<file path="src/rtl/csr_write_queue.sv">
// csr_write_queue: collects write-only CSR updates from NCH writer channels,
// arbitrates them round-robin into a small FIFO and drains it to one target.
//
// Ports:
//   clk, rst        clock and asynchronous active-high reset
//   wr_strobe       per-channel write request pulse
//   wr_data         per-channel write data, slice i = [i*WIDTH +: WIDTH]
//   wr_wait         per-channel busy (combinational)
//   wr_done_strobe  per-channel pulse when the target has taken the write
//   out_valid       FIFO head valid
//   out_ready       target accepts the head this cycle
//   out_ch          channel index of the head entry
//   out_data        data of the head entry
//   last_data       per-channel shadow of the last value taken by the target
//   fifo_count      number of FIFO entries
module csr_write_queue #(
    parameter int               WIDTH       = 32,
    parameter int               NCH         = 4,
    parameter int               DEPTH       = 2,
    parameter logic [WIDTH-1:0] RESET_VALUE = '0,
    parameter int               CHW         = (NCH > 1) ? $clog2(NCH) : 1,
    parameter int               CW          = $clog2(DEPTH + 1)
) (
    input  logic                 clk,
    input  logic                 rst,
    input  logic [NCH-1:0]       wr_strobe,
    input  logic [NCH*WIDTH-1:0] wr_data,
    output logic [NCH-1:0]       wr_wait,
    output logic [NCH-1:0]       wr_done_strobe,
    output logic                 out_valid,
    input  logic                 out_ready,
    output logic [CHW-1:0]       out_ch,
    output logic [WIDTH-1:0]     out_data,
    output logic [NCH*WIDTH-1:0] last_data,
    output logic [CW-1:0]        fifo_count
);

    localparam int              PW      = (DEPTH > 1) ? $clog2(DEPTH) : 1;
    localparam logic [CW-1:0]   DEPTH_C = CW'(DEPTH);
    localparam logic [PW-1:0]   PTR_MAX = PW'(DEPTH - 1);
    localparam logic [CHW-1:0]  CH_MAX  = CHW'(NCH - 1);

    logic [NCH-1:0]   pending;
    logic [NCH-1:0]   inflight;
    logic [NCH-1:0]   wait_1a;
    logic [WIDTH-1:0] hold [NCH];
    logic [WIDTH-1:0] last_q [NCH];
    logic [CHW-1:0]   rr;

    logic [CHW-1:0]   fifo_ch [DEPTH];
    logic [WIDTH-1:0] fifo_data [DEPTH];
    logic [PW-1:0]    rd_ptr;
    logic [PW-1:0]    wr_ptr;
    logic [CW-1:0]    count;

    logic [NCH-1:0]   eligible;
    logic             grant;
    logic [CHW-1:0]   gnt;
    logic             pop;
    logic [NCH-1:0]   pending_n;
    logic [NCH-1:0]   inflight_n;

    assign wr_wait        = wr_strobe | pending | inflight;
    assign wr_done_strobe = ~wr_wait & wait_1a;

    assign out_valid  = (count != '0);
    assign out_ch     = fifo_ch[rd_ptr];
    assign out_data   = fifo_data[rd_ptr];
    assign fifo_count = count;
    assign pop        = out_valid & out_ready;

    assign eligible = pending & ~inflight;

    for (genvar i = 0; i < NCH; i++) begin : g_last
        assign last_data[i*WIDTH +: WIDTH] = last_q[i];
    end

    // Round-robin search upward from rr. A pop in the same cycle does not
    // open a slot: the grant only looks at the current count.
    always_comb begin
        int j;
        logic [CHW-1:0] idx;
        grant = 1'b0;
        gnt   = '0;
        j     = 0;
        idx   = '0;
        if (count < DEPTH_C) begin
            for (int k = 0; k < NCH; k++) begin
                j = int'(rr) + k;
                if (j >= NCH) j = j - NCH;
                idx = CHW'(j);
                if (!grant && eligible[idx]) begin
                    grant = 1'b1;
                    gnt   = idx;
                end
            end
        end
    end

    // A strobe on the granted channel keeps it pending; the pushed entry
    // carries the previous hold value.
    always_comb begin
        pending_n  = pending;
        inflight_n = inflight;
        if (grant) begin
            pending_n[gnt]  = 1'b0;
            inflight_n[gnt] = 1'b1;
        end
        if (pop) begin
            inflight_n[out_ch] = 1'b0;
        end
        pending_n = pending_n | wr_strobe;
    end

    always_ff @(posedge clk or posedge rst) begin
        if (rst) begin
            pending  <= '0;
            inflight <= '0;
            wait_1a  <= '0;
            rr       <= '0;
            rd_ptr   <= '0;
            wr_ptr   <= '0;
            count    <= '0;
            for (int i = 0; i < NCH; i++) begin
                hold[i]   <= '0;
                last_q[i] <= RESET_VALUE;
            end
            for (int i = 0; i < DEPTH; i++) begin
                fifo_ch[i]   <= '0;
                fifo_data[i] <= '0;
            end
        end else begin
            pending  <= pending_n;
            inflight <= inflight_n;
            wait_1a  <= wr_wait;
            for (int i = 0; i < NCH; i++) begin
                if (wr_strobe[i]) begin
                    hold[i] <= wr_data[i*WIDTH +: WIDTH];
                end
            end
            if (grant) begin
                fifo_ch[wr_ptr]   <= gnt;
                fifo_data[wr_ptr] <= hold[gnt];
                wr_ptr <= (wr_ptr == PTR_MAX) ? '0 : wr_ptr + 1'b1;
                rr     <= (gnt == CH_MAX) ? '0 : gnt + 1'b1;
            end
            if (pop) begin
                rd_ptr <= (rd_ptr == PTR_MAX) ? '0 : rd_ptr + 1'b1;
                last_q[out_ch] <= out_data;
            end
            case ({grant, pop})
                2'b10:   count <= count + 1'b1;
                2'b01:   count <= count - 1'b1;
                default: count <= count;
            endcase
        end
    end

endmodule

</file>
<file path="config.mk">
export PLATFORM = sky130hd
export DESIGN_NAME = csr_write_queue
export DESIGN_NICKNAME = d
export VERILOG_FILES = /design/src/rtl/csr_write_queue.sv
export SDC_FILE = /design/constraint.sdc
export NUM_CORES = 1
export LEC_CHECK = 0
export CORE_MARGIN = 5
export CORE_UTILIZATION = 45
export DETAILED_ROUTE_END_ITERATION = 10
export GPL_TIMING_DRIVEN = 0
export PLACE_DENSITY = 0.8
export SLEW_MARGIN = 30
export SYNTH_ARGS = -nofsm -noshare
export SYNTH_HDL_FRONTEND = slang
export SYNTH_SLANG_ARGS = --single-unit
</file>
<file path="constraint.sdc">
create_clock -name clk -period 14.14 [get_ports clk]
set_clock_uncertainty 0.1 [all_clocks]
set_input_delay 1.414 -clock clk [delete_from_list [all_inputs] [get_ports clk]]
set_output_delay 1.414 -clock clk [all_outputs]
set_load 0.005 [all_outputs]
</file>
## After elaboration in Yosys (flattened, before gate mapping)

Cells that the tools add are included.

| operators by class | value |
|---|---|
| add/sub/neg operators | 12 |
| bitwise operators | 17 |
| eq/ne operators | 3 |
| reduce and logical (&&, ||, !) cells | 12 |
| order comparisons | 19 |
| mux-type cells | 58 |

Operator list:

| kind | count |
|---|---|
| $mux 32 | 7 |
| $bwmux 128 | 1 |
| $bmux 32 s2 | 1 |
| $bwmux 64 | 1 |
| $demux 32 s2 | 1 |
| $mux 2 | 18 |
| $demux 32 s1 | 1 |
| $lt 2x3->1 const B | 6 |
| $and 4x4->4 | 4 |
| $mux 1 | 16 |
| $not 4->4 | 4 |
| $or 4x4->4 | 4 |
| $ge 3x3->1 const B | 5 |
| $mux 4 | 3 |
| $sub 2x1->2 const B | 5 |
| $bmux 1 s2 | 4 |
| $logic_and 1x1->1 | 7 |
| $add 2x2->3 const B | 2 |
| $not 2->3 | 2 |
| $add 2x1->2 const B | 2 |
| $bwmux 4 | 1 |
| $demux 1 s2 | 2 |
| $eq 2x2->1 const B | 2 |
| $ge 2x1->1 const B | 2 |
| other kinds (14) | 20 |

| word-level totals | value |
|---|---|
| register bits | 342 |
| output and inout port bits | 173 |
| logic and storage cells | 140 |
| input bits | 135 |

## Longest topological paths before layout

| depth | value |
|---|---|
| depth in word-level cells | 27 |
| depth in mapped cells | 10 |

## Least setup slack after synthesis

Ideal clock, no wire load.

| timing path | value |
|---|---|
| path type | in2out |
| start point | input port wr_strobe[3] |
| end point | output port wr_done_strobe[3] |
| data arrival time | 2106 ps |
| data required time | 12626 ps |
| path buffers | 1 |
| setup slack | 10520 ps |
| stages | 3 |
| cells stage by stage | clkbuf_1 or3_1 nor2_1 |

| between the ends | value |
|---|---|
| cells in the longest elaborated chain, start to end | 4 |

RTL lines:

| what | RTL line | text |
|---|---|---|
| start, declared | 26 | `input logic [NCH-1:0] wr_strobe,` |
| $or 4x4->4 (2 in a row) | 63 | `assign wr_wait = wr_strobe \| pending \| inflight;` |
| via wr_wait[3] | 28 | `output logic [NCH-1:0] wr_wait,` |
| $not 4->4 | 64 | `assign wr_done_strobe = ~wr_wait & wait_1a;` |
| $and 4x4->4 | 64 |  |
| end, declared | 29 | `output logic [NCH-1:0] wr_done_strobe,` |

The timed path passes the listed nets, and every way through them passes these cells.

## Worst setup path in the final report

| timing path | value |
|---|---|
| start point | register rd_ptr |
| end point | output port out_data[13] |

| between the ends | value |
|---|---|
| cells in the longest elaborated chain, start to end | 4 |

RTL lines:

| what | RTL line | text |
|---|---|---|
| start, declared | 52 | `logic [PW-1:0] rd_ptr;` |
| start signal, assigned | 148 | `rd_ptr <= (rd_ptr == PTR_MAX) ? '0 : rd_ptr + 1'b1;` |
| $not 1->2 (implied by the code) | 68 | `assign out_data = fifo_data[rd_ptr];` |
| $mux 32 (implied by the code) (3 in a row) | 68 |  |
| end, declared | 33 | `output logic [WIDTH-1:0] out_data,` |

Every way passes these cells. The select of a mux whose other input is x is not followed.

==> impl_metrics.ini <==
[synthesis]
synth_seq_cells = 342
synth.most_common_cell = dfrtp_1
seq_area_frac_synth_pct = 59.7
syn-num-nets = 1443
synthFlopType = dfrtp_1
synth_area_um2 = 14300
synth_cells = 1303
synth.cells.most_frequent = 342 x dfrtp_1, 209 x nor2_1, 135 x a21oi_1
synth_area_per_cell_um2 = 11.0
synthArstFlopShare_pct = 100
yosys_warnings = 0
yosys.area.top_type = dfrtp_1
synthTopCellsByArea = dfrtp_1 60%, mux2_2 7.5%, a211oi_1 6.7%, nor2_1 5.5%, a21oi_1 4.7%
synth_edf_count = 0
yosysTopAreaCellShare_pct = 59.7
yosysUniqueCellTypes = 39

[setup_path]
crit_family = buffers and inverters
arrival_ns = 3.35
cpMostUsedCell = clkbuf_1
cp_max_fo = 10
path_class = flop to output port
worstPathRequired_ns = 12.63
path_buf_inv = 4
path_cells = clkbuf_1 -> clkbuf_1 -> mux2i_1 -> inv_1 -> clkdlybuf4s50_1
cp_slowest_stage_delay_ns = 0.87
end_kind = output port
start_kind = flop
cpMaxStageDelayCell = mux2i_1
r2r_setup_slack_ns = 11.12

[power_and_ir_drop]
power_mw = 4.50
irDropWorstVdd_mv = 0.0949
cellLeakagePower_nw = 8.13
power_density_nw_per_um2 = 235

[clock_network]
htree_levels = 2
cts_tree = done
clk_pin_slew_worst_paths_ns = 0.06
clock_path_buffers = 3
worstSkewPairLatency_ns = 0.52
hold_buffers = 0
numCtsBuffers = 37
clkSinkCount = 342
ctsResizeCount = 0
post-cts-setup-buffers = 0
cts-root-buf = clkbuf_16

[floorplan]
start_util_pct = 45.5
fp.dieH_um = 188
ios = 308
die_x_um = 188
coreArea_um2 = 31500
die-area_um2 = 35500
fp-row-count = 65

[drt]
first_pass_iters = 5
drc = 0
detail-route-antenna-nets = 0
vias = 11600
drt_iter0_markers = 939
postRouteWirelength_um = 44300
wl_per_cell_um = 21.3
vias_per_cell = 5.58

[placement]
place.gp.congestion = 0.857
port_buffers = 303
dp_hpwl_um = 33000
placed_cells = 2011

[sta]
min_period_ns = 4.87
rsz0062_at_grt = no
report.final.slew_viol_count = 0
worst_pin_slew_ns = 0.942
finalSetupTns_ns = 0
fin_hold_ws_ns = 0.380
setup_viol = 0
max_clock_freq_mhz = 205
maxSlewHeadroom_pct = 35.4
finalHoldViolCount = 0
finalCritPeriodShare_pct = 34.4

[global_route]
grt_pass1_wl_um = 68800
grt_max_degree = 99
grt-ovfl-total = 0
grt_pass1_vias = 12200
antenna_found_initial = 4
track_usage_pct = 24.6

[cells_and_area]
nFillCells = 2524
final_cells = 2078
area.sequential_um2 = 8560
final_core_util_pct = 60.9
drive_gt1_share_pct = 10.5
multi_input_area_um2 = 5090
layout-area-overhead-vs-synth_pct = 33.6
final_nets = 1788

[min_path]
hp-class = flop to flop

[job]
max_cap_viol_count = 0

[run_status]
status = finished clean
area by class of cell:
cell class,instances,share of cell area (%)
repair buffers,306,16.3
multi-input cells,792,26.6
plain buffers,92,2.06
clock buffers,54,5.70
diodes,1,0.0131
well taps,402,2.63
inverters,77,1.55
flip-flops and latches,342,44.7
clock inverters,12,0.523
per-stage QoR:
stage	setup WS, ns	instance area (um^2)
final	9.27	19200
after CTS	9.24	19200
after floorplan	3.15	14300
after global routing	9.10	19200
after global placement	-0.425	17900
after detailed placement	9.82	18000
placed cells by master, fill, tap and decap left out, types with 3 or more instances in the layout:
cell type          n
dfrtp_1          342
clkdlybuf4s50_1  303
nor2_1           209
a21oi_1          135
a211oi_1         128
mux2_2            96
clkbuf_1          81
inv_1             75
mux2i_1           66
nand2_1           42
clkbuf_16         39
o21ai_0           35
a31oi_1           32
buf_1              8
nand2b_1           6
a21o_1             6
clkinv_2           6
clkbuf_8           6
ha_1               5
buf_4              4
buf_2              4
buf_6              4
or3_1              4
xnor2_1            4
nor3_1             3
clkinvlp_4         3
buf_16             3
kinds of logic after synthesis:
kind of cell               count (synthesis)  synth area share [%]
AOI/OAI and AO/OA                        346                  15.0
DFF                                      342                  59.7
and+or+nand+nor                          274                  7.61
buffers and inverters                    169                  4.78
muxes                                    162                  12.2
xor gates and xnor gates                   5                 0.306
adders and majority gates                  5                 0.436
registers in the layout, summed over array words and instances (netlist names):
register    flops
wait_1a         4
fifo_ch         4
wr_ptr          1
inflight        4
pending         4
fifo_data      64
hold          128
fifo_count      2
rd_ptr          1
last_data     128
rr              2
metal layers:
layer	track usage, %	routed length [um]	part of all wire [%]	vias up
met2	40.2	21000	47	517
met1	32.3	18400	41	5742
li1	-	-	-	5234
met3	5.04	3460	7.8	93
met5	0	40	0.090	-
met4	10.0	1530	3.5	6
path summary, 6_finish.rpt:
check | startpoint | end | cells past startpoint
setup reg to reg | inflight[3] | fifo_data[1] | 6
setup / recovery | rd_ptr | out_data[13] | 5
max in group asynchronous | rst | fifo_data[47] | 4
min in group asynchronous | rst | last_data[125] | 2
hold reg to reg | fifo_ch[2] | fifo_ch[2] | 1
hold / removal | fifo_ch[2] | fifo_ch[2] | 1
report_power, final:
part | switching [mW] | leakage (nW) | internal (mW)
clock network | 0.391 | 0.581 | 0.557
logic | 1.12 | 3.57 | 0.909
registers | 0.202 | 3.97 | 1.32
No activity file was read; power rests on OpenSTA's default activity.
